$ cat config.mk
export PLATFORM = sky130hd
export DESIGN_NAME = adder_arb
export DESIGN_NICKNAME = d
export VERILOG_FILES = /design/src/rtl/adder_arb_pkg.sv /design/src/rtl/adder_arb_tag_fifo.sv /design/src/rtl/adder_arb.sv
export SDC_FILE = /design/constraint.sdc
export NUM_CORES = 1
export LEC_CHECK = 0
export BUFFER_PORTS_ARGS = -buffer_cell sky130_fd_sc_hd__buf_2
export CELL_PAD_IN_SITES_DETAIL_PLACEMENT = 2
export CELL_PAD_IN_SITES_GLOBAL_PLACEMENT = 2
export CORE_MARGIN = 2
export CORE_UTILIZATION = 22
export DETAILED_ROUTE_END_ITERATION = 6
export PLACE_DENSITY = 0.76
export SYNTH_ARGS = -nofsm -noshare
export SYNTH_HDL_FRONTEND = slang
export SYNTH_HIERARCHICAL = 1
export SYNTH_SLANG_ARGS = --single-unit
$ cat constraint.sdc
create_clock -name clk -period 2.42 [get_ports clk]
set_clock_uncertainty 0.15 [all_clocks]
set_input_delay 0.121 -clock clk [delete_from_list [all_inputs] [get_ports clk]]
set_output_delay 0.121 -clock clk [all_outputs]
set_load 0.05 [all_outputs]
$ cat src/rtl/adder_arb_pkg.sv
`default_nettype none
// +----------------------------------------------------------------------+
// | adder_arb_pkg : shared defaults and tag-width helper for adder_arb   |
// | Rev 1.0                                                              |
// +----------------------------------------------------------------------+
package adder_arb_pkg;

  localparam int unsigned c_DEF_NUM_REQ = 2;
  localparam int unsigned c_DEF_BITS    = 16;
  localparam int unsigned c_DEF_NUM     = 4;
  localparam int unsigned c_DEF_LATENCY = 1;

  function automatic int unsigned tag_w(input int unsigned n);
    return (n < 2) ? 1 : $clog2(n);
  endfunction

endpackage
`default_nettype wire

$ cat src/rtl/adder_arb_tag_fifo.sv
`default_nettype none
// +----------------------------------------------------------------------+
// | adder_arb_tag_fifo : in-order requester-tag FIFO, async reset        |
// | Rev 1.0                                                              |
// +----------------------------------------------------------------------+
module adder_arb_tag_fifo #(
  parameter int unsigned DEPTH = 2,
  parameter int unsigned WIDTH = 1
) (
  input  logic                         clk,
  input  logic                         resetn,
  input  logic                         i_push,
  input  logic [WIDTH-1:0]             i_data,
  input  logic                         i_pop,
  output logic [WIDTH-1:0]             o_data,
  output logic                         o_full,
  output logic                         o_empty,
  output logic [$clog2(DEPTH+1)-1:0]   o_count
);

  localparam int unsigned c_AW = (DEPTH < 2) ? 1 : $clog2(DEPTH);
  localparam int unsigned c_CW = $clog2(DEPTH+1);

  logic [WIDTH-1:0] r_mem [DEPTH];
  logic [c_AW-1:0]  r_wr_ptr;
  logic [c_AW-1:0]  r_rd_ptr;
  logic [c_CW-1:0]  r_count;
  logic             w_do_push;
  logic             w_do_pop;

  function automatic logic [c_AW-1:0] f_inc(input logic [c_AW-1:0] p);
    return (p == c_AW'(DEPTH-1)) ? '0 : p + c_AW'(1);
  endfunction

  // A pop in the same cycle frees the slot, so a push at full is still taken.
  assign w_do_pop  = i_pop && (r_count != '0);
  assign w_do_push = i_push && ((r_count != c_CW'(DEPTH)) || w_do_pop);

  always_ff @(posedge clk) begin
    if (w_do_push) begin
      r_mem[r_wr_ptr] <= i_data;
    end
  end

  always_ff @(posedge clk or negedge resetn) begin
    if (!resetn) begin
      r_wr_ptr <= '0;
      r_rd_ptr <= '0;
      r_count  <= '0;
    end else begin
      if (w_do_push) r_wr_ptr <= f_inc(r_wr_ptr);
      if (w_do_pop)  r_rd_ptr <= f_inc(r_rd_ptr);
      if (w_do_push && !w_do_pop) begin
        r_count <= r_count + c_CW'(1);
      end else if (w_do_pop && !w_do_push) begin
        r_count <= r_count - c_CW'(1);
      end
    end
  end

  assign o_data  = r_mem[r_rd_ptr];
  assign o_full  = (r_count == c_CW'(DEPTH));
  assign o_empty = (r_count == '0);
  assign o_count = r_count;

endmodule
`default_nettype wire

$ cat src/rtl/adder_arb.sv
`default_nettype none
// +----------------------------------------------------------------------+
// | adder_arb : round-robin sharing of one external pipelined adder      |
// | Rev 1.0                                                              |
// +----------------------------------------------------------------------+
module adder_arb
  import adder_arb_pkg::*;
#(
  parameter int unsigned NUM_REQ = c_DEF_NUM_REQ,
  parameter int unsigned BITS    = c_DEF_BITS,
  parameter int unsigned NUM     = c_DEF_NUM,
  parameter int unsigned LATENCY = c_DEF_LATENCY
) (
  input  logic                          clk,
  input  logic                          resetn,
  input  logic [NUM_REQ-1:0]            req_valid,
  output logic [NUM_REQ-1:0]            req_ready,
  input  logic [NUM_REQ*NUM*BITS-1:0]   req_data,
  output logic                          add_valid,
  output logic [NUM*BITS-1:0]           add_data,
  input  logic [BITS-1:0]               add_o,
  input  logic                          add_valid_out,
  output logic                          rsp_valid,
  output logic [tag_w(NUM_REQ)-1:0]     rsp_id,
  output logic [BITS-1:0]               rsp_data,
  output logic                          err
);

  localparam int unsigned c_TW    = tag_w(NUM_REQ);
  localparam int unsigned c_DW    = NUM * BITS;
  localparam int unsigned c_DEPTH = LATENCY + 1;
  localparam int unsigned c_CW    = $clog2(c_DEPTH + 1);

  logic [c_TW-1:0] r_rr_ptr;
  logic            r_add_valid;
  logic [c_DW-1:0] r_add_data;
  logic            r_rsp_valid;
  logic [c_TW-1:0] r_rsp_id;
  logic [BITS-1:0] r_rsp_data;
  logic            r_err;

  logic [c_TW:0]   w_sum;
  logic [c_TW-1:0] w_idx;
  logic [c_TW-1:0] w_winner;
  logic [c_TW-1:0] w_next_ptr;
  logic            w_grant;
  logic            w_room;
  logic            w_pop;
  logic            w_stray;
  logic            w_fifo_full;
  logic            w_fifo_empty;
  logic [c_TW-1:0] w_pop_tag;
  logic [c_CW-1:0] w_fifo_count;

  assign w_pop   = add_valid_out && !w_fifo_empty;
  assign w_stray = add_valid_out && (w_fifo_count == '0);
  assign w_room  = !w_fifo_full || w_pop;

  // Search starts at r_rr_ptr; the first valid requester found wins.
  always_comb begin
    w_grant  = 1'b0;
    w_winner = '0;
    w_sum    = '0;
    w_idx    = '0;
    for (int i = 0; i < NUM_REQ; i++) begin
      w_sum = {1'b0, r_rr_ptr} + (c_TW+1)'(i);
      if (w_sum >= (c_TW+1)'(NUM_REQ)) begin
        w_sum = w_sum - (c_TW+1)'(NUM_REQ);
      end
      w_idx = w_sum[c_TW-1:0];
      if (!w_grant && req_valid[w_idx]) begin
        w_grant  = 1'b1;
        w_winner = w_idx;
      end
    end
    if (!resetn || !w_room) begin
      w_grant = 1'b0;
    end
  end

  always_comb begin
    req_ready = '0;
    if (w_grant) begin
      req_ready[w_winner] = 1'b1;
    end
  end

  assign w_next_ptr = (w_winner == c_TW'(NUM_REQ-1)) ? '0 : w_winner + c_TW'(1);

  adder_arb_tag_fifo #(
    .DEPTH (c_DEPTH),
    .WIDTH (c_TW)
  ) u_tag_fifo (
    .clk     (clk),
    .resetn  (resetn),
    .i_push  (w_grant),
    .i_data  (w_winner),
    .i_pop   (w_pop),
    .o_data  (w_pop_tag),
    .o_full  (w_fifo_full),
    .o_empty (w_fifo_empty),
    .o_count (w_fifo_count)
  );

  always_ff @(posedge clk or negedge resetn) begin
    if (!resetn) begin
      r_rr_ptr    <= '0;
      r_add_valid <= 1'b0;
      r_add_data  <= '0;
      r_rsp_valid <= 1'b0;
      r_rsp_id    <= '0;
      r_rsp_data  <= '0;
      r_err       <= 1'b0;
    end else begin
      r_add_valid <= w_grant;
      if (w_grant) begin
        r_add_data <= req_data[w_winner*c_DW +: c_DW];
        r_rr_ptr   <= w_next_ptr;
      end
      r_rsp_valid <= w_pop;
      if (w_pop) begin
        r_rsp_id   <= w_pop_tag;
        r_rsp_data <= add_o;
      end
      if (w_stray) begin
        r_err <= 1'b1;
      end
    end
  end

  assign add_valid = r_add_valid;
  assign add_data  = r_add_data;
  assign rsp_valid = r_rsp_valid;
  assign rsp_id    = r_rsp_id;
  assign rsp_data  = r_rsp_data;
  assign err       = r_err;

endmodule
`default_nettype wire

# Word-level counts from Yosys, hierarchy flattened

Memories as Yosys holds them, arrays and structs flattened. A register that Yosys moved wholly into a read port is not among the register bits.
Cells that the tools add are included.
W data, S select, Z words.

Register bits after elaboration: 88
RAM bits: 2
Input bits: 149
Output and inout bits: 86
Word-level logic and storage cells: 70
Memories: 1

Add/sub/neg operators: 8
Order comparisons: 6
Eq/ne operators: 2
Shift-type cells: 1
Multiplexer cells: 21
Reduce and logical (&&, ||, !) cells: 22

Memories:

| name             | words | width | rd ports | clocked after Yosys merged registers in | wr ports | RTL line                 | RTL |
|---|---|---|---|---|---|---|---|
| u_tag_fifo.r_mem | 2     | 1     | 1        | 1                                       | 1        | adder_arb_tag_fifo.sv:24 | `logic [WIDTH-1:0] r_mem [DEPTH];` |

Operator list:

| operator              | count |
|---|---|
| $shiftx A128 B8 Y64   | 1 |
| $mux W1               | 17 |
| $logic_and A1 B1 Y1   | 8 |
| $logic_not A1 Y1      | 8 |
| $lt A1 B2 Y1 const B  | 3 |
| $mux W2               | 3 |
| $reduce_bool A2 Y1    | 2 |
| $add A1 B1 Y1 const B | 3 |
| $logic_or A1 B1 Y1    | 3 |
| $add A1 B1 Y2 const B | 1 |
| $add A2 B1 Y2 const B | 1 |
| $eq A2 B2 Y1 const B  | 1 |
| $ge A1 B2 Y1 const B  | 1 |
| $ge A2 B2 Y1 const B  | 1 |
| $logic_not A2 Y1      | 1 |
| $ne A2 B2 Y1 const B  | 1 |
| $sub A1 B1 Y1 const B | 2 |
| $sub A2 B1 Y2 const B | 1 |
| $demux W1 S1          | 1 |
| $ge A1 B1 Y1 const B  | 1 |

# Longest topological paths before layout

Gate-level depths: netlist (run 1).

Depth after elaboration: 14
Gate-level depth with buffers: 13
Depth with buffers taken out: 10

# Hierarchy

The synthesis (run 1) kept the hierarchy.

Modules (own cells, without submodules):

| module             | instances | cells an instance | area an instance (sq um) | seq. area each (sq um) |
|---|---|---|---|---|
| adder_arb          | 1         | 401               | 3739.8                   | 2127.0 |
| adder_arb_tag_fifo | 1         | 23                | 289.0                    | 160.2 |

# Least setup slack after synthesis (run 1)

Ideal clock, no wire load.

Kind: flip-flop to flip-flop
Start point: register u_tag_fifo.r_count[1], in the netlist u_tag_fifo/o_count[1]
End point: register u_tag_fifo.r_count[1], in the netlist u_tag_fifo/o_count[1]
Library setup time: 0.079 ns
Arrival time: 2.110 ns
Data required time: 2.191 ns
Path slack: 0.081 ns
Stages on the path, launching flop included: 14
Path buffers: 4
Clock period less this slack: 2.339 ns
Path through: dfrtp_1 > nor2_1 > nor2b_4 > buf_6 > o221a_4 > buf_6 > buf_8 > buf_6 > o21ai_2 > inv_2 > ha_1 > xor2_1 > nor2_1 > xor2_1

Longest elaborated chain between the ends: 11
Elaborated cells between the ends (all ways): 23
Classes of those cells: add/sub: 2; eq/ne: 2; mux: 3; reduce/logical: 16

RTL lines:

| what                         | RTL line                 | RTL |
|---|---|---|
| from (decl)                  | adder_arb_tag_fifo.sv:27 | `logic [c_CW-1:0] r_count;` |
| from (signal assigned)       | adder_arb_tag_fifo.sv:54 | `r_count <= r_count + c_CW'(1);` |
| from (signal assigned)       | adder_arb_tag_fifo.sv:56 | `r_count <= r_count - c_CW'(1);` |
| $logic_not A2 Y1 *           | adder_arb_tag_fifo.sv:63 | `assign o_empty = (r_count == '0);` |
| named net w_fifo_empty       | adder_arb.sv:51          | `logic w_fifo_empty;` |
| $logic_not A1 Y1 *           | adder_arb.sv:55          | `assign w_pop = add_valid_out && !w_fifo_empty;` |
| $logic_and A1 B1 Y1 *        | adder_arb.sv:55          |  |
| $logic_or A1 B1 Y1 *         | adder_arb.sv:57          | `assign w_room = !w_fifo_full \|\| w_pop;` |
| $logic_not A1 Y1 *           | adder_arb.sv:76          | `if (!resetn \|\| !w_room) begin` |
| $logic_or A1 B1 Y1 *         | adder_arb.sv:76          |  |
| $mux W1 *                    | adder_arb.sv:76          |  |
| named net w_grant            | adder_arb.sv:46          | `logic w_grant;` |
| $logic_and A1 B1 Y1 *        | adder_arb_tag_fifo.sv:37 | `assign w_do_push = i_push && ((r_count != c_CW'(DEPTH)) \|\| w_do_pop);` |
| $logic_not A1 Y1             | adder_arb_tag_fifo.sv:55 | `end else if (w_do_pop && !w_do_push) begin` |
| $logic_and A1 B1 Y1          | adder_arb_tag_fifo.sv:55 |  |
| $reduce_bool A2 Y1 (no line) | -                        |  |

Mark *: on every way through the listed nets, which the timed path passes. The rest lies on a longest branch. The select of a mux whose other input is x is not followed.
A chain may end at the register's enable or synchronous reset.

# Worst setup path after layout (run 1)

Start point: register r_rr_ptr
End point: register r_add_data[28], in the netlist add_data[28]

Longest elaborated chain between the ends: 9
Elaborated cells between the ends (all ways): 19
Classes of those cells: add/sub: 3; order compare: 2; shift: 1; mux: 11; reduce/logical: 2

RTL lines:

| what                                           | RTL line                          | RTL |
|---|---|---|
| from (decl)                                    | adder_arb.sv:34                   | `logic [c_TW-1:0] r_rr_ptr;` |
| from (signal assigned)                         | adder_arb.sv:118                  | `r_rr_ptr <= w_next_ptr;` |
| $ge A1 B2 Y1 or $sub A1 B1 Y1 (tied branches)  | adder_arb.sv:67, adder_arb.sv:68  |  |
| $mux W1                                        | adder_arb.sv:67                   | `if (w_sum >= (c_TW+1)'(NUM_REQ)) begin` |
| $mux W1 (implied by the code) (2 in series)    | adder_arb.sv:71                   | `if (!w_grant && req_valid[w_idx]) begin` |
| $mux W1                                        | adder_arb.sv:71                   |  |
| $logic_not A1 Y1                               | adder_arb.sv:71                   |  |
| $logic_and A1 B1 Y1                            | adder_arb.sv:71                   |  |
| $mux W1                                        | adder_arb.sv:71                   |  |
| $shiftx A128 B8 Y64 or $mux W1 (tied branches) | adder_arb.sv:117, adder_arb.sv:76 |  |
| to (signal assigned)                           | adder_arb.sv:117                  | `r_add_data <= req_data[w_winner*c_DW +: c_DW];` |
| to (decl)                                      | adder_arb.sv:36                   | `logic [c_DW-1:0] r_add_data;` |

Parallel ways exist; a longest one is shown, timed or not. The select of a mux whose other input is x is not followed.

==> run metrics, run 1 <==
status=finished clean; fraction of layout cells with a size suffix above 1=between 30% and 40%; number of flops mapped to enable cells by yosys=2; Fin. Hold Viols=0; Max FO, Critical Path=56; Setup Viol. Count Final=0; critical path startpoint=r_rr_ptr; crit path DAT=2430 ps; Worst setup endpoint=add_data[28]; worst r2r src=r_rr_ptr; worst hold slack=104 ps; # DRC=0; CP Capture Type=register; reg2reg path depth=6; RSZ-0062 raised after global routing=no; r2r endpoint=add_data[28]; cells after synthesis=roughly 420; clk_lat worst skew=roughly 340 ps; CTS tree=done; pwr dens=between 1000 and 1500 nW/µm²; H-tree depth=3; ys async rst share=97.8%; Num Clock Sinks=91; CP required=2490 ps; Core Box Area=~18000 µm²; leakage power total=between 3 and 4 nW; Vias per Instance=4.54; Vias=between 4000 and 5000; Layout Cells excl Fill=1034; Detailed Route Iter0 Violations=approximately 140; CTS buffer count=9; full die area=~19000 µm²; ANT nets after route=0; total I/O pin count=235; Worst setup SP type=register; largest net degree at the start of global routing=77; first-pass GRT wire length=about 31000 µm; setup TNS=0 ps; Total Wirelength=20200 µm; maximum clock path buffer count=2; initial antenna violation count=4; syn avg cell area=between 9 and 10 µm²; Area growth syn-to-layout=78.5%; Layout Nets=946; TritonRoute pass-1 iters=4; die width=~140 µm; max frequency=between 400 and 500 MHz; most frequent cells in the layout=233 x buf_2, 146 x dlygate4sd3_1, 128 x nand2_1; Vert. Die Dim=approximately 140 µm; final slew viol count=0; row cnt=slightly below 50; final core utilization=40.0%; drt wl/cell=19.5 µm; most common cell after layout, fill and taps aside=buf_2; total power=just under 9 mW; clock tree root buffer cell=clkbuf_16; Initial Util=roughly 22%; Yosys cell types=25; dominant synthesized flop cell=dfrtp_1; Crit Path Category=reg2reg; worst rel slew slack=52.3%; MaxCap Viol Count=0; Worst Tran Pin Value=716 ps; minimum clock period=2360 ps; maximum VDD drop=592 µV; Worst-path clk slew=around 80 ps; Cells after DPL=865; synthesis warning total=6; GR Overflow Total=0; post-synthesis sequential area ratio=a little under three fifths; routability cong.=roughly 0.75; vias in the first global route=approximately 5500; global-route usage over all layers=around a fifth; HPWL after detailed placement=11300 µm; worst min path class=in2reg; period utilisation layout=97.6%; syn_nets=574; reg2reg setup slack=between 50 and 60 ps; synthesized flop and latch total=91; Port-buffer cells=234; synthesized area=4030 µm²
## logic make-up (layout without fill, tap and decap cells)
group                    count (synthesis)  count (layout)  synth area share (%)
buffers and inverters                   37             414                  5.99
XOR/XNOR                                 5               5                  1.27
AND/OR/NAND/NOR                        203             203                  19.5
adder cells (fa/ha/maj)                  1               1                 0.311
flip-flops                              91              91                  56.8
other                                    0               4                     0
AO/OA/AOI/OAI                           69              69                  11.1
multiplexers                            18              18                  5.03
## per-layer routing
layer / vias up / GRT usage (%) / wire length [µm]
met5: - / 0 / 0
met4: 0 / 7.92 / 556
met3: 37 / 3.72 / 806
met2: 158 / 39.7 / 11200
met1: 2345 / 21.3 / 7570
li1: 2156 / - / -
## synthesized netlist by cell type, types with 2 or more instances
master / instances / area share [%]
a31oi_1: 64 / 9.9
and2_1: 2 / 0.31
buf_1: 4 / 0.37
buf_2: 13 / 1.6
buf_6: 10 / 2.8
clkbuf_1: 3 / 0.28
dfrtp_1: 89 / 55
edfxtp_1: 2 / 1.5
inv_1: 5 / 0.47
mux2_2: 18 / 5.0
nand2_1: 128 / 12
nor2_1: 71 / 6.6
xnor2_1: 2 / 0.43
xor2_1: 2 / 0.43
## registers in the layout, indices dropped and copies added, names as in the netlist
register / flops
add_valid: 1
u_tag_fifo/r_wr_ptr: 1
u_tag_fifo/r_mem: 2
u_tag_fifo/r_rd_ptr: 1
rsp_data: 16
rsp_valid: 1
r_rr_ptr: 1
add_data: 64
err: 1
rsp_id: 1
u_tag_fifo/o_count: 2
## power by group
part | leakage [nW] | switching [mW] | internal [mW] | total (mW)
logic | 2.23 | 3.34 | 1.38 | 4.72
registers | 1.02 | 0.408 | 2.16 | 2.56
clock network | 0.139 | 0.692 | 0.727 | 1.42
total | 3.39 | 4.44 | 4.26 | 8.70
## how the worst min path moves through the flow
stage,slack [ps],depth (start not counted),to,from
finish,100,4,add_data[18],req_valid[1]
global route,120,4,add_data[18],req_valid[1]
CTS,110,4,add_data[18],req_valid[1]
detailed placement,120,2,add_data[10],resetn
global placement,120,2,add_data[10],resetn
floorplan,-320,0,add_data[0],resetn
## critical path, cell delays in order, from the launching register on
cell and delay [ps]:
dfrtp_1 420, o21ai_4 320, inv_2 220, buf_12 230
nand2_1 120, a31oi_1 100, dlygate4sd3_1 600
## per-stage QoR
stage	worst slack [ps]	area, µm²
CTS	2.82	7140
global placement	411	5370
global route	0.481	7190
detailed placement	283	5370
finish	57.6	7190
floorplan	81.3	4030
## layout make-up
type	count	area, µm²
Fill cell	1956	10800
Tap cell	229	287
Antenna cell	4	10.0
Timing Repair Buffer	392	2780
Inverter	6	22.5
Sequential cell	91	2290
Clock inverter	7	71.3
Multi-Input combinational cell	296	1510
Clock buffer	9	225
## what timing repair did
action                                  4_1_cts  5_1_grt
endpoints found under the setup margin        1       16
hold buffers                                146        0
cloned                                        0        1
pin swaps                                     0        1
endpoints found under the hold margin       117        0
buffers inserted                              0        2
gates resized for setup                       1        2
Power figures use the tool's default switching activity.
==> run 2, diff against run 1 <==
--- a/config.mk
+++ b/config.mk
@@ -12,7 +12,9 @@
 export CORE_UTILIZATION = 22
 export DETAILED_ROUTE_END_ITERATION = 6
 export PLACE_DENSITY = 0.76
+export RECOVER_POWER = 50
 export SYNTH_ARGS = -nofsm -noshare
 export SYNTH_HDL_FRONTEND = slang
 export SYNTH_HIERARCHICAL = 1
 export SYNTH_SLANG_ARGS = --single-unit
+export TNS_END_PERCENT = 30
==> constraint.sdc (replaced) <==
create_clock -name clk -period 2.1 [get_ports clk]
set_clock_uncertainty 0.15 [all_clocks]
set_input_delay 0.105 -clock clk [delete_from_list [all_inputs] [get_ports clk]]
set_output_delay 0.105 -clock clk [all_outputs]
set_load 0.05 [all_outputs]
==> run 2 against run 1 <==
Combinational power grew 13%. Critical endpoint is now req_ready[0]. Critical path type is now reg2out. Largest cell class unchanged. Critical path depth grew 1. Die area is the same. Largest power group unchanged. Worst setup slack gained 10 ps. Clock power grew 13%. Global-route usage grew 1.3 points.
==> run metrics, run 2 (synthesis results as in run 1) <==
Post-Place Worst Slack=61.1 ps (was 283 ps); crit path DAT=1780 ps (was 2430 ps); Worst-path clk slew=70 ps (was 80 ps); Vias=4734 (was 4696); sw power=5.12 mW (was 4.44 mW); drt wl/cell=20.3 µm (was 19.5 µm); clk_lat worst skew=340 ps (about the same); Core Box Area=18000 µm² (unchanged); Setup Viol. Count Final=0 (unchanged); Vias per Instance=4.53 (was 4.54); Detailed Route Iter0 Violations=114 (was 138); Num Clock Sinks=91 (unchanged); Final WS setup=67.8 ps (was 57.6 ps); # DRC=0 (unchanged); largest net degree at the start of global routing=49 (was 77); leakage power total=3.35 nW (was 3.39 nW); most frequent cells in the layout=184 x buf_2, 146 x dlygate4sd3_1, 128 x nand2_1 (was 233 x buf_2, 146 x dlygate4sd3_1, 128 x nand2_1); maximum VDD drop=648 µV (was 592 µV); max reg flops=64 (unchanged); minimum clock period=around 2000 ps; pwr dens=1360 nW/µm² (was 1210 nW/µm²); critical path startpoint=u_tag_fifo/o_count[0] (was r_rr_ptr); Crit Path Category=reg2out (was reg2reg); Worst setup SP type=register (unchanged); total I/O pin count=235 (unchanged); MaxCap Viol Count=0 (unchanged); first-pass GRT wire length=32500 µm (was 30800 µm); clock network power share=16.2% (was 16.3%); status=finished clean (unchanged); Max FO, Critical Path=9 (was 56); most common cell after layout, fill and taps aside=buf_2 (unchanged); Initial Util=22.4% (unchanged); worst min path class=in2reg (unchanged); CTS buffer count=9 (unchanged); Fin. Hold Viols=0 (unchanged); reg2reg path depth=10 (was 6); initial antenna violation count=8 (was 4); part of the total power dissipated in combinational logic=53.8% (was 54.2%); final core utilization=40.6% (was 40.0%); GR Overflow Total=0 (unchanged); Port-buffer cells=234 (unchanged); worst hold slack=164 ps (was 104 ps); routability cong.=0.776 (was 0.753); H-tree depth=3 (unchanged); CP Capture Type=primary output (was register); maximum clock path buffer count=2 (unchanged); ANT nets after route=0 (unchanged); Layout Nets=955 (was 946); Total Wirelength=21200 µm (was 20200 µm); r2r endpoint=u_tag_fifo/o_count[1] (was add_data[28]); final slew viol count=0 (unchanged); max frequency=492 MHz; Vert. Die Dim=139 µm (unchanged); Worst Tran Pin Value=1150 ps (was 716 ps); Area growth syn-to-layout=81.1% (was 78.5%); HPWL after detailed placement=11300 µm (about the same); TritonRoute pass-1 iters=4 (unchanged); Sw Ratio=51.7% (was 51.0%); row cnt=49 (unchanged); die width=139 µm (unchanged); Flop pwr share=30.0% (was 29.5%); CTS tree=done (unchanged); CP required=1850 ps (was 2490 ps); fraction of layout cells with a size suffix above 1=31.2% (was 36.2%); clock tree root buffer cell=clkbuf_16 (unchanged); Int Power=4.78 mW (was 4.26 mW); full die area=19400 µm² (unchanged); reg2reg setup slack=140 ps (was 60 ps); worst rel slew slack=23.5% (was 52.3%); Worst setup endpoint=req_ready[0] (was add_data[28]); global-route usage over all layers=21.6% (was 20.3%); RSZ-0062 raised after global routing=no (unchanged); period utilisation layout=a little over nine tenths; worst r2r src=u_tag_fifo/o_count[0] (was r_rr_ptr); vias in the first global route=5722 (was 5543)
-- run 2: cell types whose count changed in the layout (fill, tap and decap cells not counted), sizes merged --
cell	before	now
buf	245	203
inv	9	8
diode	4	7
clkbuf	10	60
bufbuf	0	2
-- run 2: how the worst min path moves through the flow --
stage                      start          end  slack, ps  depth (start not counted)
finish              req_valid[1]     r_rr_ptr        160                          5
global route        req_valid[1]     r_rr_ptr        190                          5
CTS                 req_valid[1]     r_rr_ptr        170                          5
detailed placement        resetn  add_data[1]        130                          2
global placement          resetn  add_data[7]        140                          2
floorplan                 resetn  add_data[0]       -340                          0
-- run 2: what timing repair did --
action / CTS / global route
gates cloned: 2 / 0
hold endpoints to repair: 170 / 0
gates resized for setup: 5 / 0
pin swaps: 0 / 1
hold buffers: 146 / 0
buffers inserted: 2 / 6
endpoints found under the setup margin: 2 / 2
-- run 2: stage by stage --
step	power [mW]	std cells	setup TNS, ps	instance area [µm²]
after floorplan	6.54	424	-176	4050
after global placement	7.72	867	0	5450
after detailed placement	7.89	867	0	5450
after CTS	9.85	1033	0	7290
after global routing	10.4	1046	0	7300
final	9.91	1046	0	7300
-- run 2: final cells by class --
type,instances,area [µm²]
inverter,6,22.5
tap,229,287
clock inverter,6,46.3
multi-input combinational,296,1540
fill,1966,10700
clock buffer,10,239
timing repair buffer,401,2860
sequential,91,2290
antenna,7,17.5
-- run 2: worst max-delay path: stages (launching register included) --
cell      delay, ps
dfrtp_2         440
nand2b_4        150
inv_1            60
inv_1            50
o221a_4         250
buf_12          150
and2_1          170
buf_6           150
-- run 2: power by group through the flow --
stage / Sequential (mW) / Combinational [mW] / Clock (mW)
after floorplan: 5.24 / 1.30 / 0
after CTS: 2.91 / 5.29 / 1.65
after detailed placement: 2.95 / 4.94 / 0
after global routing: 3.07 / 5.61 / 1.74
final: 2.97 / 5.33 / 1.60
after global placement: 2.89 / 4.83 / 0
-- run 2: routing by layer --
metal | track usage (%) | routed length [µm] | share of wire [%] | vias to the layer above
li1 | - | - | - | 2179
met1 | 21.1 | 7400 | 35 | 2325
met2 | 42.6 | 12100 | 57 | 179
met3 | 4.58 | 987 | 4.6 | 49
met4 | 10.5 | 760 | 3.6 | 2
met5 | 0 | 12 | 0.057 | -
==> run 3, diff against run 2 <==
--- a/config.mk
+++ b/config.mk
@@ -6,10 +6,8 @@
 export NUM_CORES = 1
 export LEC_CHECK = 0
 export BUFFER_PORTS_ARGS = -buffer_cell sky130_fd_sc_hd__buf_2
-export CELL_PAD_IN_SITES_DETAIL_PLACEMENT = 2
-export CELL_PAD_IN_SITES_GLOBAL_PLACEMENT = 2
 export CORE_MARGIN = 2
-export CORE_UTILIZATION = 22
+export CORE_UTILIZATION = 40
 export DETAILED_ROUTE_END_ITERATION = 6
 export PLACE_DENSITY = 0.76
 export RECOVER_POWER = 50
==> run 3 against run 2 <==
The flow now finishes with violations (design-rule violations, negative setup slack). Global-route usage is 6.3 points higher. Non-clock buffer count is 3 lower. Wire length is 26% lower.
==> run metrics, run 3 (synthesis results as in run 1) <==
Worst Tran Pin Value=1050 ps (was 1150 ps); Initial Util=41.2% (was 22.4%); status=complete, but fails checks (was finished clean); Worst Path Buf+Inv=4 (unchanged); period utilisation layout=101% (was 96.8%); cell breakdown of the critical path=nand2b_4 -> inv_2 -> inv_2 -> o221a_4 -> buf_6 -> o21ai_4 -> inv_2 -> ha_4 -> xor2_2 -> nor2_1 -> xor2_1 (was nand2b_4 -> inv_1 -> inv_1 -> o221a_4 -> buf_12 -> and2_1 -> buf_6); Area growth syn-to-layout=74.7% (was 81.1%); drt wl/cell=16.7 µm (was 20.3 µm); clock tree root buffer cell=clkbuf_8 (was clkbuf_16); Flop pwr share=31.1% (was 30.0%); routability cong.=0.792 (was 0.776); sw power=4.82 mW (was 5.12 mW); Worst path slowest cell=dfrtp_1 (was dfrtp_2); Final Instance Area=7040 µm² (was 7300 µm²); crit path DAT=2220 ps (was 1780 ps); RSZ-0062 raised after global routing=yes (was no); Post-Place Worst Slack=125 ps (was 61.1 ps); final slew viol count=0 (unchanged); worst min path class=in2reg (unchanged); Vert. Die Dim=104 µm (was 139 µm); Num Clock Sinks=91 (unchanged); CP delay by family, top=flip-flops (unchanged); failing checks=design-rule violations, negative setup slack; full die area=10900 µm² (was 19400 µm²); leakage power total=3.31 nW (was 3.35 nW); pwr dens=1340 nW/µm² (was 1360 nW/µm²); max frequency=470 MHz (was 492 MHz); CP required=2200 ps (was 1850 ps); max reg flops=64 (unchanged); Vias=4787 (was 4734); Crit Path Category=reg2reg (was reg2out); clk_lat worst skew=340 ps (about the same); worst rel slew slack=30.3% (was 23.5%); Vias per Instance=5.10 (was 4.53); ANT nets after route=0 (unchanged); CTS tree=done (unchanged); most frequent cells in the layout=189 x buf_2, 147 x dlygate4sd3_1, 128 x nand2_1 (was 184 x buf_2, 146 x dlygate4sd3_1, 128 x nand2_1); CTS buffer count=9 (unchanged); vias in the first global route=4970 (was 5722); TritonRoute pass-1 iters=7 (was 4); die width=104 µm (was 139 µm); Int Power=4.60 mW (was 4.78 mW); largest net degree at the start of global routing=71 (was 49); Port-buffer cells=234 (unchanged); Sw Ratio=51.2% (was 51.7%); part of the total power dissipated in combinational logic=55.1% (was 53.8%); Setup Viol. Count Final=1 (was 0); Max FO, Critical Path=4 (was 9); most common cell after layout, fill and taps aside=buf_2 (unchanged); GR Overflow Total=0 (unchanged); maximum VDD drop=884 µV (was 648 µV); CP Capture Type=register (was primary output); row cnt=36 (was 49); H-tree depth=3 (unchanged); number of fill cells=646 (was 1966); Final WS setup=-26.9 ps (was 67.8 ps); HPWL after detailed placement=7940 µm (was 11300 µm); total I/O pin count=235 (unchanged); Fin. Hold Viols=0 (unchanged); maximum clock path buffer count=2 (unchanged); MaxCap Viol Count=0 (unchanged); clock network power share=13.8% (was 16.2%); global-route usage over all layers=28.0% (was 21.6%); DP Area=5300 µm² (was 5450 µm²); Total Wirelength=15700 µm (was 21200 µm); Worst setup SP type=register (unchanged); CP max stage delay=440 ps (about the same); fraction of layout cells with a size suffix above 1=31.8% (was 31.2%); Detailed Route Iter0 Violations=323 (was 114); CP most frequent cell=inv_2 (was inv_1); initial antenna violation count=0 (was 8); minimum clock period=2130 ps (was 2030 ps); first-pass GRT wire length=24300 µm (was 32500 µm); # DRC=4 (was 0); n_diodes=0 (was 7); Worst-path clk slew=90 ps (was 70 ps); Layout Nets=952 (was 955); Core Box Area=9770 µm² (was 18000 µm²)
==> run 3: cell count changes in the layout (fill, tap and decap cells not counted), sizes merged <==
cell and delta:
diode -7, clkbuf -5, buf +2, bufinv +2
clkinvlp -2, bufbuf -1, clkinv -1, dlygate4sd3 +1
inv -1
==> run 3: cell type report <==
class                           count  area (µm²)  area share (%)
Clock buffer                       10         138            1.96
Inverter                            6        22.5           0.320
Multi-Input combinational cell    296        1550            22.0
Clock inverter                      4        75.1            1.07
Tap cell                          133         166            2.36
Sequential cell                    91        2290            32.5
Timing Repair Buffer              398        2800            39.8
==> run 3: final timing paths <==
check | slack, ps | endpoint | cells past startpoint | start
worst max-delay path | -30 | u_tag_fifo/o_count[1] | 11 | u_tag_fifo/o_count[0]
worst min-delay path | 230 | add_data[38] | 5 | req_valid[1]
worst max register to register | -30 | u_tag_fifo/o_count[1] | 11 | u_tag_fifo/o_count[0]
worst min register to register | 320 | err | 1 | err
max in group asynchronous | 500 | u_tag_fifo/o_count[1] | 3 | resetn
min in group asynchronous | 590 | rsp_data[3] | 3 | resetn
==> run 3: repair_timing <==
| item | in CTS | in global routing |
|---|---|---|
| cloned | 1 | 0 |
| resized for setup | 4 | 7 |
| endpoints found under the hold margin | 170 | 0 |
| setup buffers | 3 | 4 |
| pin swaps | 1 | 4 |
| endpoints found under the setup margin | 2 | 3 |
| hold buffers | 147 | 0 |
==> run 3: tightest hold or removal path, stage by stage <==
cell	delay (ps)
buf_2	130
o21ai_4	80
buf_12	210
nand2_1	100
a31oi_1	70
==> run 3: power by group through the flow <==
stage	sequential [mW]	clock (mW)	combinational [mW]
after CTS	2.89	1.33	5.11
after floorplan	5.24	0	1.30
after global placement	2.87	0	4.75
after detailed placement	2.91	0	4.82
final	2.93	1.30	5.19
after global routing	3.01	1.42	5.43
==> run 3: stage by stage <==
stage                     cells  TNS (ps)  util [%]  hold slack (ps)  total power, mW
after floorplan             424      -176         -             -341             6.54
after global placement      769         0      54.2             -231             7.61
after detailed placement    769         0      54.2             -229             7.73
after CTS                   934         0      72.1              212             9.33
after global routing        938     -93.2      72.0              242             9.86
final                       938     -26.9      72.0              233             9.42
==> run 3: per-layer routing <==
layer | up-vias | share of wire [%] | track usage, %
met5 | - | 0 | 0
met4 | 0 | 4.7 | 15.9
met3 | 75 | 8.4 | 7.21
met2 | 336 | 51 | 48.6
met1 | 2216 | 36 | 30.9
li1 | 2160 | - | -
